<file path="src/rtl/decoder_controller.sv">
// decoder_controller: RV32I main control decode; define DECODER_CTRL_REG_OUT_EN to register outputs.
module decoder_controller (
    input  logic       clk,
    input  logic       rst_n,
    input  logic [6:0] opcode,
    input  logic [2:0] funct3,
    input  logic [6:0] funct7,
    output logic       reg_write,
    output logic [2:0] wb_sel,
    output logic       alu_src,
    output logic [1:0] alu_op,
    output logic       use_pc_as_alu_a,
    output logic       mem_read,
    output logic       mem_write,
    output logic       branch,
    output logic       jump,
    output logic       jalr,
    output logic       illegal_instr
);
    // ctl = {reg_write, wb_sel, alu_src, alu_op, use_pc_as_alu_a, mem_read, mem_write, branch, jump, jalr}
    logic [12:0] ctl;
    logic        bad;
    logic [13:0] nxt, q;

    always_comb begin
        ctl = '0;
        bad = 1'b0;
        case (opcode)
            7'b0110011: begin
                ctl = 13'b1_000_0_10_0_0_0_0_0_0;
                bad = (funct7 != 7'b0000000 && funct7 != 7'b0100000) ||
                      (funct7 == 7'b0100000 && funct3 != 3'b000 && funct3 != 3'b101);
            end
            7'b0010011: begin
                ctl = 13'b1_000_1_11_0_0_0_0_0_0;
                bad = (funct3 == 3'b001 && funct7 != 7'b0000000) ||
                      (funct3 == 3'b101 && funct7 != 7'b0000000 && funct7 != 7'b0100000);
            end
            7'b0000011: begin
                ctl = 13'b1_001_1_00_0_1_0_0_0_0;
                bad = funct3 == 3'b011 || funct3 == 3'b110 || funct3 == 3'b111;
            end
            7'b0100011: begin
                ctl = 13'b0_000_1_00_0_0_1_0_0_0;
                bad = funct3 > 3'b010;
            end
            7'b1100011: begin
                ctl = 13'b0_000_0_01_0_0_0_1_0_0;
                bad = funct3 == 3'b010 || funct3 == 3'b011;
            end
            7'b1101111: ctl = 13'b1_010_0_00_0_0_0_0_1_0;
            7'b1100111: begin
                ctl = 13'b1_010_1_00_0_0_0_0_0_1;
                bad = funct3 != 3'b000;
            end
            7'b0110111: ctl = 13'b1_011_0_00_0_0_0_0_0_0;
            7'b0010111: ctl = 13'b1_100_1_00_1_0_0_0_0_0;
            default:    bad = 1'b1;
        endcase
    end

    assign nxt = bad ? 14'd1 : {ctl, 1'b0};

`ifdef DECODER_CTRL_REG_OUT_EN
    always_ff @(posedge clk or negedge rst_n)
        if (!rst_n) q <= '0;
        else        q <= nxt;
`else
    logic unused_clk;
    assign unused_clk = clk;
    assign q = rst_n ? nxt : '0;
`endif

    assign {reg_write, wb_sel, alu_src, alu_op, use_pc_as_alu_a,
            mem_read, mem_write, branch, jump, jalr, illegal_instr} = q;
endmodule

</file>
<file path="config.mk">
export PLATFORM = sky130hd
export DESIGN_NAME = decoder_controller
export DESIGN_NICKNAME = d
export VERILOG_FILES = /design/src/rtl/decoder_controller.sv
export SDC_FILE = /design/constraint.sdc
export NUM_CORES = 1
export LEC_CHECK = 0
export BUFFER_PORTS_ARGS = -buffer_cell sky130_fd_sc_hd__buf_2
export CAP_MARGIN = 20
export CORE_AREA = 2 2 39 41
export DETAILED_ROUTE_END_ITERATION = 10
export DIE_AREA = 0 0 41 43
export RECOVER_POWER = 100
export SETUP_SLACK_MARGIN = 0.15
export SYNTH_ARGS = -nofsm -noshare
export SYNTH_HDL_FRONTEND = slang
export SYNTH_SLANG_ARGS = --single-unit
</file>
<file path="constraint.sdc">
create_clock -name vclk -period 3
set_clock_uncertainty 0.15 [all_clocks]
set_input_delay 0.45 -clock vclk [all_inputs]
set_output_delay 0.45 -clock vclk [all_outputs]
set_load 0.1 [all_outputs]
</file>
; ---- Word-level counts from Yosys, hierarchy flattened
; Index checks and enable logic that the tools add are counted.
[word_totals]
output_inout_bits = 14
regBits = 0
elab_cells = 37
in_bits = 19
[op_classes]
n_eq_ne = 18
order_cmp = 1
mux = 4
n_reduce_logical = 14
[ops]
columns = operator, count
row1 = 13-bit case mux with 9 select lines, 1
row2 = "7-bit by 6-bit equality test with 1-bit output, second input constant", 4
row3 = 14-bit 2-to-1 mux, 2
row4 = "7-bit equality test, second input constant", 3
row5 = "7-bit by 5-bit equality test with 1-bit output, second input constant", 2
row6 = "3-bit equality test, second input constant", 3
row7 = "7-bit by 2-bit equality test with 1-bit output, second input constant", 1
row8 = "7-bit by 6-bit != test with 1-bit output, second input constant", 1
row9 = 1-bit case mux with 7 select lines, 1
row10 = 7-bit nonzero test, 1
row11 = "3-bit by 2-bit equality test with 1-bit output, second input constant", 2
row12 = 1-bit logical AND, 6
row13 = 1-bit logical OR, 5
row14 = "3-bit by 1-bit equality test with 1-bit output, second input constant", 1
row15 = "3-bit by 2-bit greater-than comparator with 1-bit output, second input constant", 1
row16 = "3-bit != test, second input constant", 1
row17 = 3-bit nonzero test, 1
row18 = 3-bit OR reduction, 1

; ---- Depth between registers and ports, before layout
; Gate-level depths: netlist of run 1.
[logic_depth]
word_depth = 7
depth_mapped = 7
ltp_nobuf = 5

; ---- Worst setup path before layout of run 1
; No wires, ideal clock.
[synth_path]
kind = in2out
startpoint = in funct7[1]
endpoint = out alu_op[0]
setup_slack_ps = -2359
stages = 6
required_ps = 2400
t_arrival_ps = 4759
path_buffers = 1
cell_sequence = or4_4 > or4_1 > a31oi_1 > o311ai_1 > buf_6 > nor4_1
[synth_via]
elab_chain_len = 7
elab_cells_between_ends = 14
classes_between = eq/ne: 2 / mux: 3 / reduce/logical: 9
[synth_rtl]
columns = element, line_no
row1 = "start, declared", 7  ; input logic [6:0] funct7,
row2 = 7-bit by 6-bit equality test with 1-bit output / 7-bit nonzero test (equally long branches), n/a
row3 = 1-bit logical AND (on tied branches) (2 in a row), "32, 37"
row4 = 1-bit logical OR (on tied branches), "31, 36"
row5 = 1-bit case mux with 7 select lines (*), 28  ; case (opcode)
row6 = 14-bit 2-to-1 mux (*), 62  ; assign nxt = bad ? 14'd1 : {ctl, 1'b0};
row7 = 14-bit 2-to-1 mux (*), 71  ; assign q = rst_n ? nxt : '0;
row8 = "end, declared", 11  ; output logic [1:0] alu_op,
; Every way passes the cells marked *; elsewhere a longest branch is shown, timed or not.

; ---- Final worst setup path of run 1
[layout_path]
startpoint = in funct7[1]
endpoint = out jalr
[layout_via]
elab_chain_len = 7
elab_cells_between_ends = 14
classes_between = eq/ne: 2 / mux: 3 / reduce/logical: 9
[layout_rtl]
columns = element, line_no
row1 = 7-bit by 6-bit equality test with 1-bit output / 7-bit nonzero test (equally long branches), n/a
row2 = 1-bit logical AND (on tied branches) (2 in a row), "32, 37"
row3 = 1-bit logical OR (on tied branches), "31, 36"
row4 = 1-bit case mux with 7 select lines (*), 28
row5 = 14-bit 2-to-1 mux (*), 62
row6 = 14-bit 2-to-1 mux (*), 71
row7 = "end, declared", 17  ; output logic jalr,
; Marked as above.

==> flow_summary.toml, run 1 <==
[timing]
fin_ws_ns = -0.131
period_minus_slack_ns = 3.13
fmax_ghz = 0.319
hold_violations = 0
rsz0062_at_grt = "true"
worst_pin_slew_ns = 1.16
setup_viol = 8
drv_slew = 0
fin_crit_sh_pct = 104
slew_headroom_pct = 22.9

[global_routing]
grt_antenna_before_repair = 0
grt_max_degree = 12
met1_usage_pct = 30.1
first_global_vias = 659
grt_usage_pct = 22.2
grt_busiest_layer = "met2"
gr-usage-met3_pct = 0
grt_pass1_wl_um = 2820
grt_overflow = 0
grtUsageMet2_pct = 39.7

[logic_synthesis]
netlist_instances = 65
ys_seq_area_share_pct = 0
synth_common_cells = "nor2_1 (8), nor3_1 (6), nor4_1 (6), o21ai_0 (6)"
yosysMostFrequentCell = "nor2_1"
synthTopCellsByArea = "nor4_1 (10%), nor3_1 (8.0%), o21ai_0 (8.0%)"
synth_top_area_share_pct = 10.0
syn-num-nets = 84
synth_cell_types = 28
yosysTopAreaCell = "nor4_1"
avgSynthCellArea_um2 = 5.77
netlist_area_um2 = 375
synth_warnings = 0

[floorplanning]
ios = 33
core-area_um2 = 1380
start_util_pct = 27.1
rows = 14
die_area_um2 = 1760
dieHeight_um = 43
die_x_um = 41

[final_layout]
seq_cells = 0
nClkBuffers = 0
drive_above_1_share_pct = 57.8
utilization_pct = 70.6
diodes = 0
syn2layout_area_growth_pct = 160
nets = 123
final_cells = 118
ff_latch_area_um2 = 0

[drt]
routed_wl_um = 1520
first_pass_iters = 4
first_iter_violations = 5
via_per_inst = 5.33
vias = 629
route.detailed.drc = 0
postRouteAntennaNets = 0
wl_per_cell_um = 12.8

[worst_setup_path]
path_class = "input pin to output port"
cp_num_buf_inv = 3
crit_arrival_ns = 2.53
cpMaxStageDelayCell = "or4_4"
max_stage_delay_ns = 0.52
critPathLaunchType = "input pin"
end_kind = "output port"
critPathTopFamily = "simple AND/OR/NAND/NOR gates"
cp_data_required_time_ns = 2.40
crit_path_cell_trace = "buf_6 -> or4_4 -> or4_4 -> a31oi_4 -> o311ai_4 -> buf_6 -> nor4_4 -> buf_12"
worstPathMaxFanout = 5

[place]
hpwl_um = 1270
gp_congestion = 0.813
io_buffers = 32
place_inst = 117

[cts]
postCtsHoldBufs = 0

[status]
run_status = "finished, violations left"
violations = "negative setup slack"

[pwr]
power.density_nw_per_um2 = 92.2
finalPower_mw = 0.0901
p_leak_nw = 0.414
ir_drop_uv = 73.6

[min_path]
hp-class = "input pin to output port"
min-delay-start = "opcode[5]"
min_path_cells = 3
hold_path_end = "mem_read"

[run]
drv_cap = 0
## metrics by stage
stage	instance area [um2]	hold WS [ns]	worst slack, ns	setup TNS (ns)
floorplan	531	0.865	-0.643	-4.86
global placement	933	1.15	-0.214	-1.31
detailed placement	933	1.14	-0.246	-1.36
CTS	980	1.18	-0.164	-0.669
global route	977	1.20	-0.193	-1.24
finish	977	1.18	-0.131	-0.517
## worst max path at each step
stage | start | to | slack, ns | cells past startpoint
5_1_grt | funct7[1] | jalr | -0.19 | 8
3_5_place_dp | funct7[1] | jalr | -0.25 | 8
6_report | funct7[1] | jalr | -0.13 | 8
3_3_place_gp | funct7[1] | jalr | -0.21 | 8
2_1_floorplan | funct7[1] | alu_op[0] | -0.64 | 6
4_1_cts | funct7[1] | alu_src | -0.16 | 8
## metal layers
metal / up-vias / part of all wire, % / wire, um
li1: 317 / - / -
met4: 0 / 0 / 0
met2: 21 / 56 / 846
met1: 291 / 40 / 607
met3: 0 / 4.1 / 62
met5: - / 0 / 0
## where the power goes
group / switching (mW) / total, mW / internal [mW]
Clock: 0 / 0 / 0
Combinational: 0.0548 / 0.0901 / 0.0352
Sequential: 0 / 0 / 0
Total: 0.0548 / 0.0901 / 0.0352
## cell type report
class / count / area, um2
Fill cell: 119 / 407
Inverter: 4 / 15.0
Timing Repair Buffer: 42 / 420
Multi-Input combinational cell: 56 / 522
Tap cell: 16 / 20.0
## layout by cell type (no fill, tap or decap), types with 2 or more instances in the layout
cell type,n
mux2i_1,2
nand2_1,4
buf_12,12
o21ai_0,6
nor4_4,6
and3_1,3
nand3_1,2
buf_4,8
nor2_1,8
clkbuf_1,2
buf_6,2
nor3_4,4
inv_1,4
a21oi_1,2
nand2b_1,2
buf_2,17
or4_4,3
nor3_1,2
## cell families (layout without fill, tap and decap cells)
group	count (synthesis)	after routing	share of synthesized area, %
simple gates	40	40	58.7
compound gates	13	13	21.0
buf+inv	9	46	12.7
mux	2	2	5.33
xor+xnor	1	1	2.33
## repair_timing
item                                    in CTS  in global routing
gates resized for setup                      8                  0
endpoints found under the setup margin      11                 11
endpoints found under the hold margin        0                  0
cloned                                       0                  0
setup buffers                                1                  0
pin swaps                                    3                  1
No activity file was read; power rests on OpenSTA's default activity.
==> run 2, diff against run 1 <==
--- a/config.mk
+++ b/config.mk
@@ -11,7 +11,6 @@
 export DETAILED_ROUTE_END_ITERATION = 10
 export DIE_AREA = 0 0 41 43
 export RECOVER_POWER = 100
-export SETUP_SLACK_MARGIN = 0.15
 export SYNTH_ARGS = -nofsm -noshare
 export SYNTH_HDL_FRONTEND = slang
 export SYNTH_SLANG_ARGS = --single-unit
==> flow_summary.toml, run 2 (synthesis gave the netlist of run 1 again) <==
[floorplanning]
rows = 14
core-area_um2 = 1380
start_util_pct = 27.1
die_x_um = 41
die_area_um2 = 1760
dieHeight_um = 43
ios = 33

[pwr]
p_comb_share_pct = 100.0
pwr-share-clk_pct = 0
ir_drop_uv = 68.8
swShare_pct = 60.4
power.density_nw_per_um2 = 92.4
p_seq_share_pct = 0
p_sw_mw = 0.0535
p_int_mw = 0.0351
p_leak_nw = 0.402

[global_routing]
first_global_vias = 605
grt_pass1_wl_um = 2480
grt_overflow = 0
grt_max_degree = 12
grt_usage_pct = 19.1
grt_antenna_before_repair = 0

[final_layout]
multi_input_area_um2 = 507
seq_cells = 0
layout_common_cells = "buf_2 (17), buf_12 (12), nor2_1 (8)"
nets = 122
drive_above_1_share_pct = 55.4
diodes = 0
nFillCells = 115
nClkBuffers = 0
ff_latch_area_um2 = 0
design_area_um2 = 958
final_cells = 117
syn2layout_area_growth_pct = 155
layout_commonest_cell = "buf_2"

[place]
postPlaceCellArea_um2 = 920
place_inst = 116
hpwl_um = 1190
io_buffers = 32
gp_congestion = 0.811

[timing]
fin_crit_sh_pct = 106
hold_ws_ns = 1.12
setup_viol = 11
slew_headroom_pct = 22.8
drv_slew = 0
fmax_ghz = 0.313
fin_tns_setup_ns = -1.42
period_minus_slack_ns = 3.19
worst_pin_slew_ns = 1.16
hold_violations = 0
rsz0062_at_grt = "true"
fin_ws_ns = -0.193

[drt]
route.detailed.drc = 0
wl_per_cell_um = 12.0
postRouteAntennaNets = 0
vias = 609
routed_wl_um = 1410
wl_met3_um = 58
dr.max_layer_used = "met4"
first_iter_violations = 9
met2_length_um = 770
via_per_inst = 5.21
first_pass_iters = 3
wl_met1_um = 565

[status]
run_status = "finished, violations left"
violations = "negative setup slack"

[min_path]
min-delay-start = "opcode[5]"
min_path_cells = 3
hold_path_end = "mem_read"
hp-class = "input pin to output port"

[worst_setup_path]
end_kind = "output port"
cp_data_required_time_ns = 2.40
critPathLaunchType = "input pin"
crit_arrival_ns = 2.59
path_class = "input pin to output port"
worstPathMaxFanout = 9

[run]
drv_cap = 0

[cts]
postCtsHoldBufs = 0
run 2: layout make-up:
cell class / count / area share [%]
inverter: 4 / 1.57
multi-input combinational: 56 / 52.9
tap: 16 / 2.09
timing repair buffer: 41 / 43.5
run 2: worst max-delay path by stage:
stage	from	to	slack [ns]
3_3_place_gp	funct7[1]	jalr	-0.24
6_report	funct7[1]	jalr	-0.19
3_5_place_dp	funct7[1]	alu_src	-0.25
4_1_cts	funct7[1]	wb_sel[1]	-0.19
5_1_grt	funct7[1]	alu_op[0]	-0.26
2_1_floorplan	funct7[1]	alu_op[0]	-0.66
run 2: timing repair:
action                                  4_1_cts  5_1_grt
cloned                                        0        0
gates resized for setup                       6        1
endpoints found under the setup margin       11       11
buffers inserted                              1        0
pin swaps                                     2        2
run 2: power by group through the flow:
stage                     logic, mW  clock network (mW)  registers [mW]
after floorplan              0.0474                   0               0
after global placement       0.0820                   0               0
after detailed placement     0.0833                   0               0
after CTS                    0.0882                   0               0
after global routing         0.0955                   0               0
final                        0.0886                   0               0
run 2: critical path, cell delays in order:
cell and delay [ns]:
buf_6 0.09, or4_4 0.52, or4_4 0.51, a31oi_4 0.21, o311ai_4 0.15, buf_12 0.18
nor4_4 0.26, buf_12 0.21
run 2: per-layer routing:
| metal | up-vias | track usage, % |
|---|---|---|
| met4 | 0 | 2.00 |
| met5 | - | 0 |
| met2 | 19 | 33.8 |
| met3 | 2 | 0.524 |
| li1 | 312 | - |
| met1 | 276 | 25.0 |
run 2: through the flow:
step / util [%] / power (mW) / setup slack, ns
3_5_place_dp: 66.5 / 0.0833 / -0.252
6_report: 69.3 / 0.0886 / -0.193
3_3_place_gp: 66.5 / 0.0820 / -0.239
4_1_cts: 69.2 / 0.0882 / -0.191
2_1_floorplan: - / 0.0474 / -0.656
5_1_grt: 69.3 / 0.0955 / -0.259
